## config.mk

```make
export PLATFORM = sky130hd
export DESIGN_NAME = z16_dmem_arbiter
export DESIGN_NICKNAME = d
export VERILOG_FILES = /design/src/rtl/z16_pkg.sv /design/src/rtl/z16_burst_counter.sv /design/src/rtl/z16_dmem_arbiter.sv
export SDC_FILE = /design/constraint.sdc
export NUM_CORES = 1
export LEC_CHECK = 0
export CORE_MARGIN = 2
export CORE_UTILIZATION = 31
export CTS_CLUSTER_SIZE = 14
export DETAILED_ROUTE_END_ITERATION = 16
export GPL_ROUTABILITY_DRIVEN = 0
export GPL_TIMING_DRIVEN = 1
export PLACE_DENSITY = 0.8
export SLEW_MARGIN = 10
export SYNTH_ARGS = -nofsm -noshare
export SYNTH_HDL_FRONTEND = slang
export SYNTH_SLANG_ARGS = --single-unit
```

## constraint.sdc

```tcl
create_clock -name i_clk -period 1.52 [get_ports i_clk]
set_input_delay 0.228 -clock i_clk [delete_from_list [all_inputs] [get_ports i_clk]]
set_output_delay 0.228 -clock i_clk [all_outputs]
set_load 0.01 [all_outputs]
```

## src/rtl/z16_pkg.sv

```systemverilog
// Shared Z16 definitions for the data-memory arbiter.
//   Z16_AW / Z16_DW   : Z16DataMem address / data widths
//   REQ_CPU / REQ_LDR : requester IDs (CPU load/store path, loader/debug port)
//   arb_state_e       : arbiter ownership state
package z16_pkg;

  localparam int Z16_AW = 16;
  localparam int Z16_DW = 16;

  localparam logic REQ_CPU = 1'b0;
  localparam logic REQ_LDR = 1'b1;

  typedef enum logic [1:0] {
    ARB_IDLE = 2'd0,
    ARB_OWN0 = 2'd1,
    ARB_OWN1 = 2'd2
  } arb_state_e;

  // Ownership state that grants the given requester ID.
  function automatic arb_state_e own_state(input logic id);
    return (id == REQ_LDR) ? ARB_OWN1 : ARB_OWN0;
  endfunction

endpackage

```

## src/rtl/z16_burst_counter.sv

```systemverilog
// Counts consecutive accepted transfers for the current owner.
//   i_clk, i_rst : clock, synchronous active-high reset
//   i_clr        : drop the running burst (no transfer this cycle)
//   i_incr       : one transfer accepted this cycle
//   o_limit      : this accept is the MAX_BURST-th of the burst
// The counter never stores MAX_BURST: the accept that completes a burst
// returns it to 0, so the count cannot wrap and a fresh burst starts cleanly.
module z16_burst_counter #(
  parameter int MAX_BURST = 4
) (
  input  logic i_clk,
  input  logic i_rst,
  input  logic i_clr,
  input  logic i_incr,
  output logic o_limit
);

  localparam int CW = (MAX_BURST > 1) ? $clog2(MAX_BURST) : 1;

  logic [CW-1:0] count_q;
  logic [CW-1:0] count_d;

  assign o_limit = i_incr && (count_q == CW'(MAX_BURST - 1));

  always_comb begin
    count_d = count_q;
    if (i_clr || o_limit) begin
      count_d = '0;
    end else if (i_incr) begin
      count_d = count_q + 1'b1;
    end
  end

  always_ff @(posedge i_clk) begin
    if (i_rst) begin
      count_q <= '0;
    end else begin
      count_q <= count_d;
    end
  end

endmodule

```

## src/rtl/z16_dmem_arbiter.sv

```systemverilog
// Shares the single Z16DataMem port between the CPU load/store path (req0)
// and the program loader / debug port (req1) using owner-based round robin
// with a bounded burst length.
//
// state    | meaning
// ---------+---------------------------------------------------------
// ARB_IDLE | no owner, no ready; picks next owner (one bubble cycle)
// ARB_OWN0 | req0 owns the memory port, ready0 high
// ARB_OWN1 | req1 owns the memory port, ready1 high
//
// Ports:
//   i_clk, i_rst                    clock, synchronous active-high reset
//   i_reqN_valid/wen/addr/wdata     requester N transfer request
//   o_reqN_ready                    transfer accepted when valid & ready
//   o_reqN_rvalid/rdata             registered read response (1 cycle later)
//   o_mem_addr/wen/data, i_mem_data Z16DataMem pins (combinational read)
module z16_dmem_arbiter
  import z16_pkg::*;
#(
  parameter int AW        = Z16_AW,
  parameter int DW        = Z16_DW,
  parameter int MAX_BURST = 4
) (
  input  logic          i_clk,
  input  logic          i_rst,

  input  logic          i_req0_valid,
  input  logic          i_req0_wen,
  input  logic [AW-1:0] i_req0_addr,
  input  logic [DW-1:0] i_req0_wdata,
  output logic          o_req0_ready,
  output logic          o_req0_rvalid,
  output logic [DW-1:0] o_req0_rdata,

  input  logic          i_req1_valid,
  input  logic          i_req1_wen,
  input  logic [AW-1:0] i_req1_addr,
  input  logic [DW-1:0] i_req1_wdata,
  output logic          o_req1_ready,
  output logic          o_req1_rvalid,
  output logic [DW-1:0] o_req1_rdata,

  output logic [AW-1:0] o_mem_addr,
  output logic          o_mem_wen,
  output logic [DW-1:0] o_mem_data,
  input  logic [DW-1:0] i_mem_data
);

  arb_state_e state_q, state_d;
  logic       last_q, last_d;

  logic          rvalid0_q, rvalid0_d;
  logic          rvalid1_q, rvalid1_d;
  logic [DW-1:0] rdata0_q, rdata0_d;
  logic [DW-1:0] rdata1_q, rdata1_d;

  logic own0, own1;
  logic acc0, acc1, accept;
  logic owner_id, owner_valid, other_valid;
  logic burst_limit;

  // Ownership is masked during reset so nothing is accepted (and no write
  // reaches memory) in a cycle that is being reset.
  assign own0   = (state_q == ARB_OWN0) && !i_rst;
  assign own1   = (state_q == ARB_OWN1) && !i_rst;
  assign acc0   = own0 && i_req0_valid;
  assign acc1   = own1 && i_req1_valid;
  assign accept = acc0 || acc1;

  assign o_req0_ready = own0;
  assign o_req1_ready = own1;

  assign owner_id    = (state_q == ARB_OWN1) ? REQ_LDR : REQ_CPU;
  assign owner_valid = (owner_id == REQ_LDR) ? i_req1_valid : i_req0_valid;
  assign other_valid = (owner_id == REQ_LDR) ? i_req0_valid : i_req1_valid;

  // Any cycle without an accepted transfer ends the current burst.
  z16_burst_counter #(
    .MAX_BURST (MAX_BURST)
  ) u_burst (
    .i_clk   (i_clk),
    .i_rst   (i_rst),
    .i_clr   (!accept),
    .i_incr  (accept),
    .o_limit (burst_limit)
  );

  always_comb begin
    state_d = state_q;
    last_d  = last_q;
    case (state_q)
      ARB_IDLE: begin
        if (i_req0_valid && i_req1_valid) begin
          state_d = own_state(~last_q);
        end else if (i_req0_valid) begin
          state_d = ARB_OWN0;
        end else if (i_req1_valid) begin
          state_d = ARB_OWN1;
        end
      end
      ARB_OWN0, ARB_OWN1: begin
        if (!owner_valid) begin
          state_d = ARB_IDLE;
          last_d  = owner_id;
        end else if (burst_limit && other_valid) begin
          // Hand over directly: no idle bubble on a burst-limit switch.
          state_d = own_state(~owner_id);
          last_d  = owner_id;
        end
      end
      default: state_d = ARB_IDLE;
    endcase
  end

  always_comb begin
    o_mem_addr = '0;
    o_mem_data = '0;
    o_mem_wen  = 1'b0;
    if (acc0) begin
      o_mem_addr = i_req0_addr;
      o_mem_data = i_req0_wdata;
      o_mem_wen  = i_req0_wen;
    end else if (acc1) begin
      o_mem_addr = i_req1_addr;
      o_mem_data = i_req1_wdata;
      o_mem_wen  = i_req1_wen;
    end
  end

  // Read data is captured from the combinational memory read in the accept
  // cycle; it stays with the issuer even if ownership moves on.
  always_comb begin
    rvalid0_d = acc0 && !i_req0_wen;
    rvalid1_d = acc1 && !i_req1_wen;
    rdata0_d  = rvalid0_d ? i_mem_data : rdata0_q;
    rdata1_d  = rvalid1_d ? i_mem_data : rdata1_q;
  end

  always_ff @(posedge i_clk) begin
    if (i_rst) begin
      state_q   <= ARB_IDLE;
      last_q    <= REQ_LDR;
      rvalid0_q <= 1'b0;
      rvalid1_q <= 1'b0;
      rdata0_q  <= '0;
      rdata1_q  <= '0;
    end else begin
      state_q   <= state_d;
      last_q    <= last_d;
      rvalid0_q <= rvalid0_d;
      rvalid1_q <= rvalid1_d;
      rdata0_q  <= rdata0_d;
      rdata1_q  <= rdata1_d;
    end
  end

  // A response due in a reset cycle is dropped rather than delivered.
  assign o_req0_rvalid = rvalid0_q && !i_rst;
  assign o_req1_rvalid = rvalid1_q && !i_rst;
  assign o_req0_rdata  = i_rst ? '0 : rdata0_q;
  assign o_req1_rdata  = i_rst ? '0 : rdata1_q;

endmodule

```

After elaboration in Yosys (flattened, before gate mapping)

Cells that the tools add are included.

Input port bits: 86
Register bits after elaboration: 39

Multiplexer cells: 21
Eq/ne operators: 6
Add/sub/neg operators: 1
Reduce and logical (&&, ||, !) cells: 22

Operators by type and width:

| cell                                                                     | number |
|---|---|
| 16-bit two-way mux                                                       | 6 |
| 2-bit two-way mux                                                        | 7 |
| 1-bit logical AND                                                        | 11 |
| 1-bit two-way mux                                                        | 7 |
| 2-bit == test (second input constant)                                    | 2 |
| 1-bit zero test                                                          | 4 |
| 4-bit inequality test (second input constant)                            | 1 |
| 2-bit case mux with 2 select lines                                       | 1 |
| 2-bit AND reduction                                                      | 2 |
| 2-bit OR reduction                                                       | 2 |
| 3-bit inequality test (second input constant)                            | 1 |
| 2-bit by 1-bit adder with 2-bit output (second input constant)           | 1 |
| 2-bit by 1-bit == test with 1-bit output (second input constant)         | 1 |
| 2-bit zero test                                                          | 1 |
| 1-bit logical OR                                                         | 2 |
| 2-bit by 1-bit inequality test with 1-bit output (second input constant) | 1 |

Depth between registers and ports, before layout

Depth after elaboration: 9
Mapped depth: 10
Depth with buffers taken out: 7

Modules after synthesis

A second synthesis with hierarchy kept.

Cell total of the unflattened synthesis: 233
Area, all modules: 2,150.8 µm²

Modules (own cells, without submodules):

| module            | cells an instance | times used | area each (µm²) | seq. area each (µm²) |
|---|---|---|---|---|
| z16_dmem_arbiter  | 223               | 1          | 2,043.2         | 740.7 |
| z16_burst_counter | 10                | 1          | 107.6           | 40.0 |

Least setup slack after synthesis

No wires, ideal clock.

Kind: flip-flop to flip-flop
From: reg state_q[0]
To: reg rdata1_q[10]
Stages on the path, launching flop included: 8
Arrival time: 1,582 ps
Path slack: -183 ps
Period minus slack after synthesis: 1,703 ps
Setup time: 121 ps
Cell sequence: dfxtp_1 -> inv_1 -> ha_1 -> nor2b_2 -> nand2_2 -> nor2_8 -> buf_6 -> mux2_2

Longest elaborated chain between the ends: 4

RTL lines:

| element                  | line                    | source |
|---|---|---|
| start: declaration       | z16_dmem_arbiter.sv:49  | `arb_state_e state_q, state_d;` |
| start signal: assignment | z16_dmem_arbiter.sv:148 | `state_q <= state_d;` |
| 2-bit == test            | z16_dmem_arbiter.sv:65  | `assign own1 = (state_q == ARB_OWN1) && !i_rst;` |
| 1-bit logical AND        | z16_dmem_arbiter.sv:65  |  |
| net o_req1_ready         | z16_dmem_arbiter.sv:39  | `output logic o_req1_ready,` |
| 1-bit logical AND        | z16_dmem_arbiter.sv:67  | `assign acc1 = own1 && i_req1_valid;` |
| 1-bit logical AND        | z16_dmem_arbiter.sv:134 | `rvalid1_d = acc1 && !i_req1_wen;` |
| end signal: assignment   | z16_dmem_arbiter.sv:153 | `rdata1_q <= rdata1_d;` |
| end: declaration         | z16_dmem_arbiter.sv:55  | `logic [DW-1:0] rdata1_q, rdata1_d;` |

The timed path passes the listed nets, and every way through them passes these cells.
A chain may end at the register's enable or synchronous reset.

Worst setup path after layout

From: reg state_q[0]
To: out o_mem_addr[15]

Longest elaborated chain between the ends: 5
Elaborated cells between the ends (all ways): 8
Those cells by class: eq/ne: 2; mux: 2; reduce/logical: 4

RTL lines:

| element                | line                    | source |
|---|---|---|
| 2-bit == test          | z16_dmem_arbiter.sv:65  |  |
| 1-bit logical AND      | z16_dmem_arbiter.sv:65  |  |
| 1-bit logical AND      | z16_dmem_arbiter.sv:67  |  |
| 16-bit two-way mux     | z16_dmem_arbiter.sv:123 | `end else if (acc1) begin` |
| 16-bit two-way mux (*) | z16_dmem_arbiter.sv:119 | `if (acc0) begin` |
| end: declaration       | z16_dmem_arbiter.sv:43  | `output logic [AW-1:0] o_mem_addr,` |

Mark *: on every way between the ends. The rest lies on a longest branch, timed or not.

==> flow_metrics.py <==
metrics = {
    "hold_path": {
        "holdPathEnd": "rdata0_q[15]",
        "hp-start": "i_rst",
        "holdPathStages": 3,
        "min_path_type": "input pin to flip-flop",
    },
    "critical_path": {
        "crit_fanout": 5,
        "rr_worst_depth": 11,
        "endpoint_kind": "output port",
        "r2r_setup_slack_ps": -290,
        "critical_path_class": "flip-flop to output port",
        "cp.required_ps": 1290,
        "worstReg2RegStart": "state_q[1]",
        "cp.arrival_ps": 1830,
        "crit_start": "state_q[0]",
        "crit-reg2reg-capture": "rdata0_q[3]",
        "critPathLaunchType": "flip-flop",
    },
    "yosys": {
        "ys_types": 35,
        "synth_seq_cells": 39,
        "synth_top_family_by_area": "simple AND/OR/NAND/NOR gates",
        "synth-simple-area-share_pct": 22.7,
        "syn_avg_cell_area_sq_um": 9.22,
        "synthMuxAreaShare_pct": 9.45,
        "synth_flop_cell": "dfxtp_1",
        "syn_area_sq_mm": 0.00212,
        "synth-edff-count": 0,
        "syn-num-nets": 321,
        "yosys.area_share.adder_pct": 2.95,
        "seq_area_frac_synth_pct": 36.8,
        "ys.warnings.count": 0,
        "synth_xor_area_share_pct": 0,
        "synth_compound_gate_area_share_pct": 21.7,
        "syn_inst": 230,
        "postSynth.asyncResetShare_pct": 0,
    },
    "global_routing": {
        "grt.total_usage_pct": 21.2,
        "grt_pass1_vias": 2473,
        "grt_pass1_wl_mm": 12.4,
        "overflow": 0,
        "antenna_found_initial": 0,
        "grt_max_degree": 33,
    },
    "floorplanning": {
        "start_util_pct": 31.5,
        "core_area_sq_mm": 0.00672,
        "die_h_um": 86.7,
        "pin_count": 155,
        "die_w_um": 86.7,
        "die-area_sq_mm": 0.00751,
        "row_count": 30,
    },
    "placed_design": {
        "dp_hpwl_mm": 6.03,
        "port-buffer-count": 154,
    },
    "sta": {
        "holdWs_ps": 428,
        "setup_violations": 66,
        "clock_skew_ps": 3.27,
        "finalHoldViolCount": 0,
        "rsz0062_at_grt": "yes",
        "worst_slew_pin_slew_ps": 284,
        "min_period_over_period_pct": 136,
        "drv_slew": 0,
        "timing.fmax_ghz": 0.485,
        "maxSlewHeadroom_pct": 81.1,
        "setup_slack_ps": -542,
        "min_period_ps": 2060,
    },
    "clocking": {
        "cts.path.max_buffers": 2,
        "h-tree-depth": 2,
        "clock_latency_ps": 280,
        "clkSinkCount": 39,
        "cts.reportedPaths.clkPinSlew_ps": 70,
        "cts_tree": "done",
        "cts_buffers": 5,
        "root_buffer": "clkbuf_8",
    },
    "pwr": {
        "vdd_drop_max_mv": 0.598,
        "power.leakage_nw": 2.02,
        "power.density_mw_per_mm2": 776,
    },
    "drt": {
        "drt_iter0_markers": 69,
        "ant_nets": 0,
        "vias": 2496,
        "dr.pass1.iters": 4,
        "vias_per_cell": 4.99,
        "drt_wl_total_mm": 8.69,
        "drc": 0,
        "wl_per_cell_um": 17.4,
    },
    "finish": {
        "diodes": 0,
        "area_delta_synth_final_pct": 109,
        "drive_above_1_share_pct": 36.4,
        "final_common_cell": "clkdlybuf4s50_1",
        "layout_common_cells": "clkdlybuf4s50_1 (85), dfxtp_1 (37), nor2b_1 (35), a22o_1 (33), dlygate4sd2_1 (30)",
        "final_core_util_pct": 66.0,
        "final_nets": 510,
    },
    "flow_run": {
        "maxCapViolCount": 0,
    },
    "run_status": {
        "status": "finished, violations left",
        "violations": "negative setup slack",
    },
}
logic make-up after synthesis:
logic type,count (synthesis)
AOI/OAI and AO/OA,57
muxes,18
buffers and inverters,23
DFF,39
and+or+nand+nor,88
adders and majority gates,5
critical path: stages (launching register included):
cell	delay, ps
dfxtp_4	370
inv_4	60
ha_4	120
nor2b_4	160
nand2_4	70
nor2_4	140
buf_6	130
buf_12	110
buf_6	100
a22o_1	160
buf_2	140
sequential cells by signal, indices dropped and copies added, names as in the netlist:
name / count
rvalid0_q: 1
u_burst.count_q: 2
state_q: 2
last_q: 1
rdata1_q: 16
rvalid1_q: 1
rdata0_q: 16
worst max path at each step:
stage                     endpoint  slack, ps
detailed placement  o_mem_addr[15]       -680
global placement    o_mem_data[15]       -690
global route        o_mem_addr[15]       -610
floorplan             rdata1_q[10]        -30
CTS                 o_mem_addr[15]       -550
finish              o_mem_addr[15]       -540
through the flow:
| step | TNS [ps] | setup WS [ps] | area, sq um | std cells | total power [mW] |
|---|---|---|---|---|---|
| 2_1_floorplan | -634 | -29.9 | 2210 | 230 | 1.80 |
| 3_3_place_gp | -29940 | -686 | 3950 | 472 | 2.50 |
| 3_5_place_dp | -30350 | -680 | 3950 | 472 | 2.53 |
| 4_1_cts | -21030 | -547 | 4240 | 496 | 3.37 |
| 5_1_grt | -26170 | -607 | 4440 | 500 | 3.61 |
| 6_report | -21820 | -542 | 4440 | 500 | 3.44 |
report_power, final:
part	switching [mW]	total, mW	internal [mW]
logic	0.640	1.61	0.966
clock network	0.340	0.662	0.322
registers	0.0633	1.17	1.11
total	1.04	3.44	2.40
repair_timing:
| action | in CTS | in global routing |
|---|---|---|
| setup buffers | 15 | 7 |
| hold buffers | 0 | 0 |
| pin swaps | 9 | 41 |
| endpoints found under the setup margin | 103 | 71 |
| gates resized for setup | 204 | 51 |
| cloned | 5 | 2 |
metal layers:
layer | track usage, % | wire (um) | vias to the layer above | part of all wire [%]
li1 | - | - | 1179 | -
met4 | 8.38 | 212 | 0 | 2.4
met3 | 5.14 | 625 | 18 | 7.2
met2 | 39.2 | 4570 | 104 | 53
met5 | 0 | 0 | - | 0
met1 | 23.0 | 3280 | 1195 | 38
layout make-up:
type | instances | area (sq um)
Fill cell | 560 | 2280
Timing Repair Buffer | 199 | 1960
Multi-Input combinational cell | 168 | 1470
Sequential cell | 39 | 788
Tap cell | 80 | 100
Clock buffer | 7 | 76.3
Inverter | 6 | 35.0
Clock inverter | 1 | 5.00
synth_stat cells, types with 2 or more instances:
master / count / area, sq um
dfxtp_1: 39 / 781
buf_6: 5 / 56.3
clkbuf_1: 6 / 22.5
a22o_1: 33 / 289
nor2b_1: 36 / 225
mux2_2: 13 / 146
mux2_1: 3 / 33.8
ha_1: 5 / 62.6
nand2_1: 39 / 146
buf_2: 5 / 25.0
a21oi_2: 9 / 78.8
inv_1: 5 / 18.8
a21oi_1: 9 / 45.0
mux2i_1: 2 / 20.0
Power figures use the tool's default switching activity.
